[src/rtl/button_event_queue.sv]
// rtl/button_event_queue.sv - collects one-cycle button pulses into a pending
// set and queues them, lowest index first, into a first-word-fall-through FIFO.
module button_event_queue #(
    parameter  int FIELDS = 4,
    parameter  int DEPTH  = 8,
    localparam int ID_W   = (FIELDS > 1) ? $clog2(FIELDS) : 1,
    localparam int CNT_W  = $clog2(DEPTH + 1)
) (
    input  logic              clk_in,
    input  logic              rst_in,
    input  logic [FIELDS-1:0] pulses_in,
    output logic              event_valid_out,
    input  logic              event_ready_in,
    output logic [ID_W-1:0]   event_id_out,
    output logic [CNT_W-1:0]  count_out,
    output logic              overflow_out,
    input  logic              clear_overflow_in,
    output logic [7:0]        drop_count_out
);

    localparam int PTR_W = $clog2(DEPTH);

    logic [FIELDS-1:0] pending_q, pending_d;
    logic [PTR_W-1:0]  wr_ptr_q, wr_ptr_d;
    logic [PTR_W-1:0]  rd_ptr_q, rd_ptr_d;
    logic [CNT_W-1:0]  count_q, count_d;
    logic              overflow_q, overflow_d;
    logic [7:0]        drop_count_q, drop_count_d;
    logic [ID_W-1:0]   mem_q [DEPTH];

    logic              pop;
    logic              push;
    logic [ID_W-1:0]   push_id;
    logic [FIELDS-1:0] push_mask;
    logic [FIELDS-1:0] drops;
    logic [4:0]        drop_n;
    logic [8:0]        drop_base;
    logic [8:0]        drop_sum;

    always_comb begin
        pop  = (count_q != '0) && event_ready_in;
        push = (pending_q != '0) && ((count_q < CNT_W'(DEPTH)) || pop);

        // Scan downward so the lowest set index is the one left standing.
        push_id = '0;
        for (int i = FIELDS - 1; i >= 0; i--) begin
            if (pending_q[i]) begin
                push_id = ID_W'(i);
            end
        end
        push_mask = push ? (FIELDS'(1) << push_id) : '0;

        // A pulse on the bit leaving this cycle re-arms it instead of dropping.
        drops     = pulses_in & pending_q & ~push_mask;
        pending_d = (pending_q & ~push_mask) | pulses_in;

        drop_n = '0;
        for (int i = 0; i < FIELDS; i++) begin
            drop_n = drop_n + 5'(drops[i]);
        end

        wr_ptr_d = push ? wr_ptr_q + PTR_W'(1) : wr_ptr_q;
        rd_ptr_d = pop  ? rd_ptr_q + PTR_W'(1) : rd_ptr_q;
        count_d  = count_q;
        if (push && !pop) begin
            count_d = count_q + CNT_W'(1);
        end else if (pop && !push) begin
            count_d = count_q - CNT_W'(1);
        end

        // Drops in a clearing cycle win: the count restarts from this cycle's drops.
        drop_base = clear_overflow_in ? 9'd0 : {1'b0, drop_count_q};
        drop_sum  = drop_base + {4'b0, drop_n};
        if (drop_n != '0) begin
            overflow_d   = 1'b1;
            drop_count_d = (drop_sum > 9'd255) ? 8'hFF : drop_sum[7:0];
        end else if (clear_overflow_in) begin
            overflow_d   = 1'b0;
            drop_count_d = 8'd0;
        end else begin
            overflow_d   = overflow_q;
            drop_count_d = drop_count_q;
        end
    end

    always_ff @(posedge clk_in) begin
        if (rst_in) begin
            pending_q    <= '0;
            wr_ptr_q     <= '0;
            rd_ptr_q     <= '0;
            count_q      <= '0;
            overflow_q   <= 1'b0;
            drop_count_q <= 8'd0;
        end else begin
            pending_q    <= pending_d;
            wr_ptr_q     <= wr_ptr_d;
            rd_ptr_q     <= rd_ptr_d;
            count_q      <= count_d;
            overflow_q   <= overflow_d;
            drop_count_q <= drop_count_d;
        end
    end

    always_ff @(posedge clk_in) begin
        if (!rst_in && push) begin
            mem_q[wr_ptr_q] <= push_id;
        end
    end

    assign event_valid_out = (count_q != '0);
    assign event_id_out    = mem_q[rd_ptr_q];
    assign count_out       = count_q;
    assign overflow_out    = overflow_q;
    assign drop_count_out  = drop_count_q;

endmodule
[config.mk]
export PLATFORM = sky130hd
export DESIGN_NAME = button_event_queue
export DESIGN_NICKNAME = d
export VERILOG_FILES = /design/src/rtl/button_event_queue.sv
export SDC_FILE = /design/constraint.sdc
export NUM_CORES = 1
export LEC_CHECK = 0
export ABC_CLOCK_PERIOD_IN_PS = 4100
export CELL_PAD_IN_SITES_DETAIL_PLACEMENT = 0
export CELL_PAD_IN_SITES_GLOBAL_PLACEMENT = 1
export CORE_UTILIZATION = 40
export DETAILED_ROUTE_END_ITERATION = 12
export MAX_ROUTING_LAYER = met4
export PLACE_DENSITY = 0.76
export SYNTH_ARGS = -nofsm -noshare
export SYNTH_HDL_FRONTEND = slang
export SYNTH_SLANG_ARGS = --single-unit
[constraint.sdc]
create_clock -name clk_in -period 4.1 [get_ports clk_in]
set_input_delay 0.82 -clock clk_in [delete_from_list [all_inputs] [get_ports clk_in]]
set_output_delay 0.82 -clock clk_in [all_outputs]
set_load 0.05 [all_outputs]
# Word level (Yosys, flattened, before mapping)
# Memories as Yosys holds them, arrays and structs flattened. A register that Yosys moved wholly into a read port is not among the register bits.
# Cells that the tools add are included.
# totals
memories	1
inputBits	8
wordCells	54
ramBits	16
out_inout_bits	16
reg_bits	23
# classes
shifts	1
bitwise	5
add_sub_neg	8
magnitude_cmp	2
reduce_logical	14
muxes	17
# mem_list
name	words	width	rd	rd_clocked_by_memory_dff	wr	line_no	text
mem_q	8	2	1	1	1	29	logic [ID_W-1:0] mem_q [DEPTH];
# ops
op	count
2-to-1 mux 8 bit	4
bitwise AND 4 bit	3
2-to-1 mux 4 bit	3
adder 8 x 4 -> 9 bit	1
greater-than comparator 9 x 8 -> 1 bit, second input constant	1
2-to-1 mux 2 bit	4
nonzero test 4 bit	2
adder 3 x 1 -> 3 bit, second input constant	2
2-to-1 mux 3 bit	2
logical AND 1 bit	5
nonzero test 5 bit	1
adder 3 x 1 -> 4 bit	1
adder 4 x 1 -> 4 bit, second input constant	1
less-than comparator 4 bit, second input constant	1
2-to-1 mux 1 bit	4
NOT 4 bit	1
bitwise OR 4 bit	1
nonzero test 2 bit	2
<< shifter 1 x 2 -> 4 bit, first input constant	1
subtractor 4 x 1 -> 4 bit, second input constant	1
adder 2 x 1 -> 3 bit	1
logical NOT 1 bit	3
adder 1 x 1 -> 2 bit	1
logical OR 1 bit	1

# Logic depth before layout (Yosys ltp)
# Gate-level depths: netlist (run 1).
# logic_depth
word_depth	15
mapped_depth	14
ltp_nobuf	13

# Worst setup path after synthesis (run 1)
# Ideal clock, no wire load.
# synth_timing
path_kind	input -> register
startpoint	in event_ready_in
endpoint	reg drop_count_q[0], in the netlist drop_count_out[0]
t_required_ns	4.025
t_arrival_ns	3.763
path_buffers	1
setup_ns	0.075
cell_stages	14
path_slack_ns	0.262
path_cell_list	nor2b_1 -> buf_6 -> o21ai_0 -> or2_2 -> fa_1 -> inv_1 -> ha_1 -> ha_1 -> inv_1 -> fa_1 -> and2b_1 -> o2111ai_2 -> or2_1 -> a31oi_1
# synth_between
elab_chain_len	13
elab_cells_between_ends	15
classes_between	4 x add/sub; 1 x order compare; 3 x mux; 2 x bitwise; 5 x reduce/logical
# synth_rtl
element	line_no	text
from (decl)	13	input logic event_ready_in,
logical AND 1 bit *	41	pop = (count_q != '0) && event_ready_in;
logical OR 1 bit *	42	push = (pending_q != '0) && ((count_q < CNT_W'(DEPTH)) || pop);
logical AND 1 bit *	42	
2-to-1 mux 4 bit *	51	push_mask = push ? (FIELDS'(1) << push_id) : '0;
NOT 4 bit *	54	drops = pulses_in & pending_q & ~push_mask;
bitwise AND 4 bit *	54	
adder 1 x 1 -> 2 bit	59	drop_n = drop_n + 5'(drops[i]);
adder 2 x 1 -> 3 bit	59	
adder 3 x 1 -> 4 bit *	59	
adder 8 x 4 -> 9 bit	73	drop_sum = drop_base + {4'b0, drop_n};
greater-than comparator 9 x 8 -> 1 bit	76	drop_count_d = (drop_sum > 9'd255) ? 8'hFF : drop_sum[7:0];
2-to-1 mux 8 bit	76	
2-to-1 mux 8 bit	74	if (drop_n != '0) begin
to (signal assigned)	100	drop_count_q <= drop_count_d;
to (decl)	28	logic [7:0] drop_count_q, drop_count_d;
# Every way passes the cells marked *; elsewhere a longest branch is shown, timed or not.
# A chain may end at the register's enable or synchronous reset.

# Final worst setup path (run 1)
# Ends and elaborated chain as after synthesis.

==> flow_metrics.tcl, run 1 <==
set metrics [dict create \
    syn_avg_cell_area_um2 11.2 \
    insertedDiodeCount 0 \
    cts_tree "built" \
    ys_warn_count 0 \
    finalSetupViolations 0 \
    first_pass_iters 4 \
    syn_area_um2 2110 \
    rsz0062_at_grt "no" \
    synth_cell_type_count 52 \
    period_share_pct 94.7 \
    power.total_w 0.00139 \
    critical_path_class "input pin to flip-flop" \
    netlist_instances 188 \
    setup.worst_path.end_class "flip-flop" \
    grt_max_degree 17 \
    place_inst 286 \
    fmax_mhz 258 \
    gp_congestion 0.768 \
    placed_area_um2 2480 \
    final_area_um2 2570 \
    hold_viol 0 \
    fin_nets 244 \
    ys_seq_elements 42 \
    synth_enable_flop_cells 16 \
    power.leakage_nw 0.942 \
    num_io_pins 24 \
    die_h_um 74.6 \
    synthArstFlopShare_pct 0 \
    timing.rr.start "pending_q[0]" \
    fin_crit_ps 3880 \
    grt.total_usage_pct 15.9 \
    ant_nets 0 \
    viasPerCell 4.95 \
    cp.arrival_ps 4100 \
    antenna_found_initial 0 \
    fin_util_pct 50.4 \
    wl_per_cell_um 12.6 \
    dominantRegCellSynth "dfxtp_1" \
    num_rows 26 \
    hold_ws_ps 487 \
    core-area_um2 5110 \
    path_clk_slew_ps 80 \
    die_w_um 74.6 \
    cp-start-kind "input pin" \
    die_area_um2 5570 \
    cp.required_ps 4310 \
    hold_class "flip-flop to flip-flop" \
    clock_sinks 42 \
    num_vias 1455 \
    skew_ps 6.65 \
    htreeDepth 2 \
    drt_iter0_drc 51 \
    maxSlewViolCount 0 \
    drc 0 \
    grt_pass1_vias 1418 \
    cts_root_buf "clkbuf_8" \
    worstHoldStart "overflow_out" \
    cts_made_buffers 5 \
    ir_drop_uv 266 \
    grt_overflow_total 0 \
    relSlewSlack_pct 42.3 \
    status "complete, no violations" \
    p_per_area_nw_per_um2 540 \
    dp_hpwl_um 2790 \
    worst_pin_slew_ps 859 \
    routed_wl_um 3700 \
    cts_buffer_depth 2 \
    cp-startpoint "event_ready_in" \
    area_growth_syn_to_layout_pct 21.9 \
    cap_viol_max_count 0 \
    layout.cells.non_filler 294 \
    clock_latency_ps 290 \
    path_max_fanout 4 \
    seq_area_frac_synth_pct 47.4 \
    final_layout_size_suffix_gt1_share_pct 19.2 \
    port_buffers 23 \
    grt_pass1_wl_um 6530 \
    synth_nets 209 \
    initial_utilization_pct 41.3 \
]
==> path summary, 6_finish.rpt <==
path              cells past startpoint                 to  slack, ps
hold reg to reg                       2       overflow_out        490
setup / recovery                     14  drop_count_out[0]        220
setup reg to reg                     12  drop_count_out[0]        750
hold / removal                        2       overflow_out        490
==> through the flow <==
| stage | setup WS [ps] | setup TNS [ps] |
|---|---|---|
| 2_1_floorplan | 262 | 0 |
| 3_3_place_gp | -113 | -542 |
| 3_5_place_dp | -149 | -807 |
| 4_1_cts | 128 | 0 |
| 5_1_grt | 4.48 | 0 |
| 6_report | 217 | 0 |
==> cell type report <==
type	count	area, um2
clock buffer	5	68.8
clock inverter	3	23.8
fill	504	2530
inverter	9	33.8
multi-input combinational	130	1040
sequential	42	1000
tap	70	87.6
timing repair buffer	35	320
==> repair_timing <==
item,CTS,global route
setup buffers,0,0
hold buffers,0,0
hold endpoints to repair,0,0
endpoints found under the setup margin,0,5
gates resized for setup,0,2
==> sequential cells by signal (all words and copies together) (netlist names), named ones only <==
name / count
overflow_out: 1
mem_q: 16
rd_ptr_q: 3
drop_count_out: 8
wr_ptr_q: 3
pending_q: 4
count_out: 4
==> cell usage after synthesis (4+ instances only) <==
cell	count	area (um2)
nor2b_1	6	37.5
nand2_1	9	33.8
o21ai_0	4	20.0
a21oi_1	10	50.1
ha_1	10	125
nor3_1	6	30.0
nor2_1	22	82.6
mux4_2	4	90.1
dfxtp_1	26	521
inv_1	9	33.8
xnor2_1	4	35.0
nand3_1	6	30.0
edfxtp_1	16	480
clkbuf_1	4	15.0
==> logic make-up after synthesis <==
| logic type | count (synthesis) | synth area share [%] |
|---|---|---|
| DFF | 42 | 47.4 |
| xor gates and xnor gates | 7 | 3.26 |
| and+or+nand+nor | 72 | 19.7 |
| AOI/OAI and AO/OA | 28 | 9.90 |
| adders and majority gates | 13 | 8.77 |
| buffers and inverters | 16 | 3.62 |
| muxes | 10 | 7.29 |
==> placed cells by master, fill, tap and decap left out, drive strengths merged, types with 2 or more instances in the layout <==
| master | count |
|---|---|
| a21oi | 11 |
| xor2 | 3 |
| or2 | 2 |
| nor2 | 23 |
| o21ai | 4 |
| ha | 10 |
| nand3 | 6 |
| buf | 12 |
| inv | 10 |
| dfxtp | 26 |
| or3 | 2 |
| edfxtp | 16 |
| nor3 | 7 |
| nor4 | 5 |
| a31oi | 3 |
| a211oi | 2 |
| nor2b | 6 |
| clkbuf | 5 |
| clkinvlp | 2 |
| mux2i | 3 |
| xnor2 | 4 |
| nand2 | 10 |
| mux2 | 3 |
| nand2b | 3 |
| fa | 3 |
| mux4 | 4 |
| clkdlybuf4s50 | 23 |
==> per-layer routing <==
| metal | up-vias | track usage [%] | share of wire, % |
|---|---|---|---|
| met5 | - | - | 0 |
| met4 | 0 | 5.03 | 1.5 |
| met3 | 4 | 4.02 | 2.2 |
| met2 | 15 | 24.3 | 45 |
| met1 | 695 | 20.7 | 51 |
| li1 | 741 | - | - |
==> power breakdown <==
group / total, W / switching [W] / leakage, nW / internal (W)
logic: 0.000565 / 0.000321 / 0.542 / 0.000244
clock network: 0.000268 / 0.000146 / 0.0408 / 0.000122
registers: 0.000556 / 0.0000635 / 0.360 / 0.000492
==> worst max-delay path, cell delays in order <==
cell,delay (ps)
clkdlybuf4s50_1,440
nor2b_2,140
o21ai_0,100
or2_2,310
fa_1,500
inv_1,50
ha_1,190
ha_1,290
inv_1,60
fa_1,420
and2b_2,260
o2111ai_2,110
or2_1,270
a31oi_1,130
Power figures use the tool's default switching activity.
==> run 2: changes to the inputs <==
Settings changed: SETUP_SLACK_MARGIN set to 0.3.
==> run 2 against run 1 <==
Net effect: setup slack gained 270 ps; sequential share of layout area shrank 0.30 points; count of clock-buffer cells in the layout is the same; global-route usage shrank 0.94 points; utilization grew 0.39 points; sequential power is essentially flat; critical path depth shrank 1; hold slack lost 12 ps; power grew 0.74%; highest routed layer unchanged; register-to-register slack gained 80 ps.
==> flow_metrics.tcl, run 2 (synthesis results as in run 1) <==
set metrics [dict create \
    wl_per_cell_um 12.2 \
    setup_slack_ps 485 \
    area_growth_syn_to_layout_pct 22.8 \
    insertedDiodeCount 0 \
    grt_pass1_wl_um 6120 \
    cp.required_ps 4300 \
    initial_utilization_pct 41.3 \
    finalSetupViolations 0 \
    drt_iter0_drc 85 \
    cap_viol_max_count 0 \
    routed_wl_um 3590 \
    final_area_um2 2590 \
    cts_tree "built" \
    cp.arrival_ps 3810 \
    largest_reg_flops 16 \
    tns_ps 0 \
    final_common_cell "dfxtp_1" \
    path_max_fanout 3 \
    rsz0062_at_grt "no" \
    hold_viol 0 \
    critical_path_class "input pin to flip-flop" \
    power.switching_w 0.000534 \
    power.leakage_nw 0.944 \
    p_int_w 0.000865 \
    num_vias 1426 \
    skew_ps 6.93 \
    htreeDepth 2 \
    seqPwrFrac_pct 39.7 \
    period_share_pct 88.2 \
    worst_pin_slew_ps 873 \
    num_io_pins 24 \
    ir_drop_uv 303 \
    port_buffers 23 \
    top_register "mem_q" \
    grt.total_usage_pct 15.0 \
    cp-start-kind "input pin" \
    maxSlewViolCount 0 \
    status "complete, no violations" \
    grt_overflow_total 0 \
    grt_pass1_vias 1344 \
    dp_hpwl_um 2710 \
    placed_area_um2 2480 \
    relSlewSlack_pct 41.6 \
    antenna_found_initial 0 \
    num_rows 26 \
    clkPwrFrac_pct 19.3 \
    cts_buffer_depth 2 \
    gp_congestion 0.751 \
    die_h_um 74.6 \
    switching_share_pct 38.2 \
    clock_latency_ps 290 \
    final_layout_size_suffix_gt1_share_pct 20.1 \
    setup.worst_path.end_class "flip-flop" \
    path_clk_slew_ps 80 \
    fmax_mhz 277 \
    fillCellCount 477 \
    first_pass_iters 4 \
    fin_nets 244 \
    layout_common_cells "dfxtp_1 (26), nor2_1 (22), clkdlybuf4s50_1 (22)" \
    cts_root_buf "clkbuf_8" \
    fin_crit_ps 3610 \
    grt_max_degree 22 \
    cts_hold_buf 0 \
    cts_made_buffers 5 \
    place_ws_ps -118 \
    p_per_area_nw_per_um2 539 \
    ant_nets 0 \
    combinationalPowerShare_pct 40.9 \
    drc 0 \
    die_w_um 74.6 \
    hold_class "flip-flop to flip-flop" \
    viasPerCell 4.85 \
    die_area_um2 5570 \
    core-area_um2 5110 \
    clock_sinks 42 \
]
-- run 2: area by class of cell --
type,instances,area (um2),share of cell area (%)
Multi-Input combinational cell,130,1050,40.7
Sequential cell,42,1000,38.6
Timing Repair Buffer,35,323,12.5
Tap cell,70,87.6,3.38
Clock buffer,5,68.8,2.65
Inverter,9,33.8,1.30
Clock inverter,3,23.8,0.917
-- run 2: repair_timing --
item / in CTS / in global routing
pin swaps: 3 / 3
resized for setup: 4 / 1
buffers inserted: 1 / 1
endpoints found under the setup margin: 6 / 4
-- run 2: worst paths after layout --
| kind | startpoint | to | slack [ps] | depth (start not counted) |
|---|---|---|---|---|
| worst max-delay path | pulses_in[1] | drop_count_out[0] | 490 | 13 |
| worst min-delay path | overflow_out | overflow_out | 470 | 2 |
| worst max register to register | count_out[3] | drop_count_out[0] | 830 | 14 |
| worst min register to register | overflow_out | overflow_out | 470 | 2 |
-- run 2: routing by layer --
metal  global-route usage, %  part of all wire [%]  wire (um)
met4                    5.24                   1.4         52
met3                    3.88                   3.9        140
met5                       -                     0          0
met2                    21.2                    43       1540
met1                    20.6                    52       1860
-- run 2: worst max-delay path: stages --
cell             delay [ps]
clkdlybuf4s50_1         460
inv_1                    50
or2_4                   240
fa_1                    490
inv_1                    40
ha_1                    210
ha_4                    270
inv_1                    50
fa_2                    370
and2b_2                 250
o2111ai_2               110
or2_1                   290
a31oi_1                 150
-- run 2: power by group through the flow --
stage	registers, W	clock network (W)	logic, W
after floorplan	0.000623	0	0.000372
after global placement	0.000566	0	0.000564
after detailed placement	0.000567	0	0.000568
after CTS	0.000557	0.000280	0.000576
after global routing	0.000569	0.000298	0.000628
final	0.000556	0.000271	0.000572
-- run 2: per-stage QoR --
stage	instances	util [%]	hold WS, ps	total power [W]
after floorplan	188	-	459	0.000995
after global placement	284	48.5	466	0.00113
after detailed placement	284	48.5	465	0.00113
after CTS	293	50.6	479	0.00141
after global routing	294	50.8	490	0.00150
final	294	50.8	474	0.00140
==> run 3: changes to the inputs <==
Settings changed: GPL_TIMING_DRIVEN set to 0.
==> run 3 against run 2 <==
Net effect: final area decreased by 0.72%; power increased by 0.90%; first-iteration DRC count shrank 12%; hold slack gained 9.4 ps; clock power rose by 3%; critical path depth up 4; largest power group unchanged.
==> flow_metrics.tcl, run 3 (synthesis results as in run 1) <==
set metrics [dict create \
    maxSlewViolCount 0 \
    final_layout_size_suffix_gt1_share_pct 19.4 \
    gp_congestion 0.722 \
    initial_utilization_pct 41.3 \
    power.total_w 0.00141 \
    rsz0062_at_grt "no" \
    path_clk_slew_ps 80 \
    antenna_found_initial 0 \
    hold_depth 2 \
    ir_drop_uv 312 \
    insertedDiodeCount 0 \
    critical_path_class "input pin to flip-flop" \
    drc 0 \
    status "complete, no violations" \
    top_register "mem_q" \
    clock_latency_ps 300 \
    viasPerCell 5.07 \
    hold_class "flip-flop to flip-flop" \
    first_pass_iters 4 \
    ant_nets 0 \
    grt_max_degree 16 \
    p_per_area_nw_per_um2 548 \
    register_area_um2 1000 \
    cts_root_buf "clkbuf_8" \
    cts_buffer_depth 2 \
    fillCellCount 486 \
    grt_pass1_vias 1367 \
    worstRegToRegCells 16 \
    cp-start-kind "input pin" \
    skew_ps 6.74 \
    power.leakage_nw 0.919 \
    num_io_pins 24 \
    cap_viol_max_count 0 \
    fin_crit_ps 3640 \
    drt_iter0_drc 75 \
    wl_per_cell_um 13.2 \
    num_vias 1480 \
    multi_input_area_um2 1070 \
    fmax_mhz 275 \
    largest_reg_flops 16 \
    dp_hpwl_um 2840 \
    final_common_cell "dfxtp_1" \
    layout_common_cells "dfxtp_1 (26), nor2_1 (22), clkdlybuf4s50_1 (21)" \
    cp.required_ps 4270 \
    grt.total_usage_pct 16.1 \
    die_area_um2 5570 \
    cts_tree "built" \
    finalSetupViolations 0 \
    die_w_um 74.6 \
    hold_viol 0 \
    setup.worst_path.end_class "flip-flop" \
    clock_sinks 42 \
    routed_wl_um 3850 \
    cts_made_buffers 5 \
    fin_util_pct 50.4 \
    port_buffers 22 \
    relSlewSlack_pct 47.3 \
    tns_ps 0 \
    core-area_um2 5110 \
    path_max_fanout 4 \
    area_growth_syn_to_layout_pct 21.9 \
    fin_nets 242 \
    worst_pin_slew_ps 784 \
    htreeDepth 2 \
    cp.arrival_ps 3810 \
    num_rows 26 \
    grt_overflow_total 0 \
    cts_hold_buf 0 \
    period_share_pct 88.7 \
    grt_pass1_wl_um 6430 \
    die_h_um 74.6 \
]
-- run 3: timing repair --
| action | in CTS | in global routing |
|---|---|---|
| gates resized for setup | 5 | 4 |
| endpoints found under the setup margin | 8 | 5 |
| pin swaps | 2 | 2 |
| buffers inserted | 4 | 0 |
-- run 3: report_power, final --
| part | total (W) | switching, W | internal (W) | leakage [nW] |
|---|---|---|---|---|
| registers | 0.000555 | 0.0000625 | 0.000492 | 0.360 |
| clock network | 0.000278 | 0.000156 | 0.000122 | 0.0408 |
| logic | 0.000579 | 0.000328 | 0.000251 | 0.518 |
-- run 3: area by class of cell --
class	count	share of cell area [%]
Multi-Input combinational cell	130	41.6
Sequential cell	42	38.9
Timing Repair Buffer	26	9.53
Tap cell	70	3.40
Clock buffer	5	2.67
Buffer	7	1.65
Inverter	9	1.31
Clock inverter	3	0.924
-- run 3: metal layers --
metal | vias up | track usage, % | routed length (um)
met5 | - | - | 0
met4 | 0 | 5.66 | 67
met3 | 6 | 4.42 | 107
met2 | 25 | 23.2 | 1740
met1 | 703 | 21.9 | 1930
li1 | 746 | - | -
-- run 3: stage by stage --
| step | area, um2 | hold WS [ps] | cells | setup slack, ps |
|---|---|---|---|---|
| after floorplan | 2130 | 459 | 188 | 346 |
| after global placement | 2430 | 460 | 280 | -428 |
| after detailed placement | 2430 | 469 | 280 | -427 |
| after CTS | 2560 | 486 | 292 | 334 |
| after global routing | 2570 | 514 | 292 | 344 |
| final | 2570 | 484 | 292 | 465 |
-- run 3: path summary, 6_finish.rpt --
| check | startpoint | to | slack (ps) |
|---|---|---|---|
| setup / recovery | event_ready_in | drop_count_out[4] | 460 |
| hold / removal | overflow_out | overflow_out | 480 |
| setup reg to reg | count_out[3] | drop_count_out[4] | 670 |
| hold reg to reg | overflow_out | overflow_out | 480 |
-- run 3: worst max-delay path, stage by stage --
cell	delay (ps)
buf_2	140
nor2b_2	60
buf_6	110
buf_4	130
o41a_1	330
nand2_1	90
fa_1	400
inv_1	70
ha_2	290
ha_1	210
inv_1	80
fa_2	200
and2b_2	240
buf_4	150
o211ai_4	190
mux2i_1	250
nor3_2	50
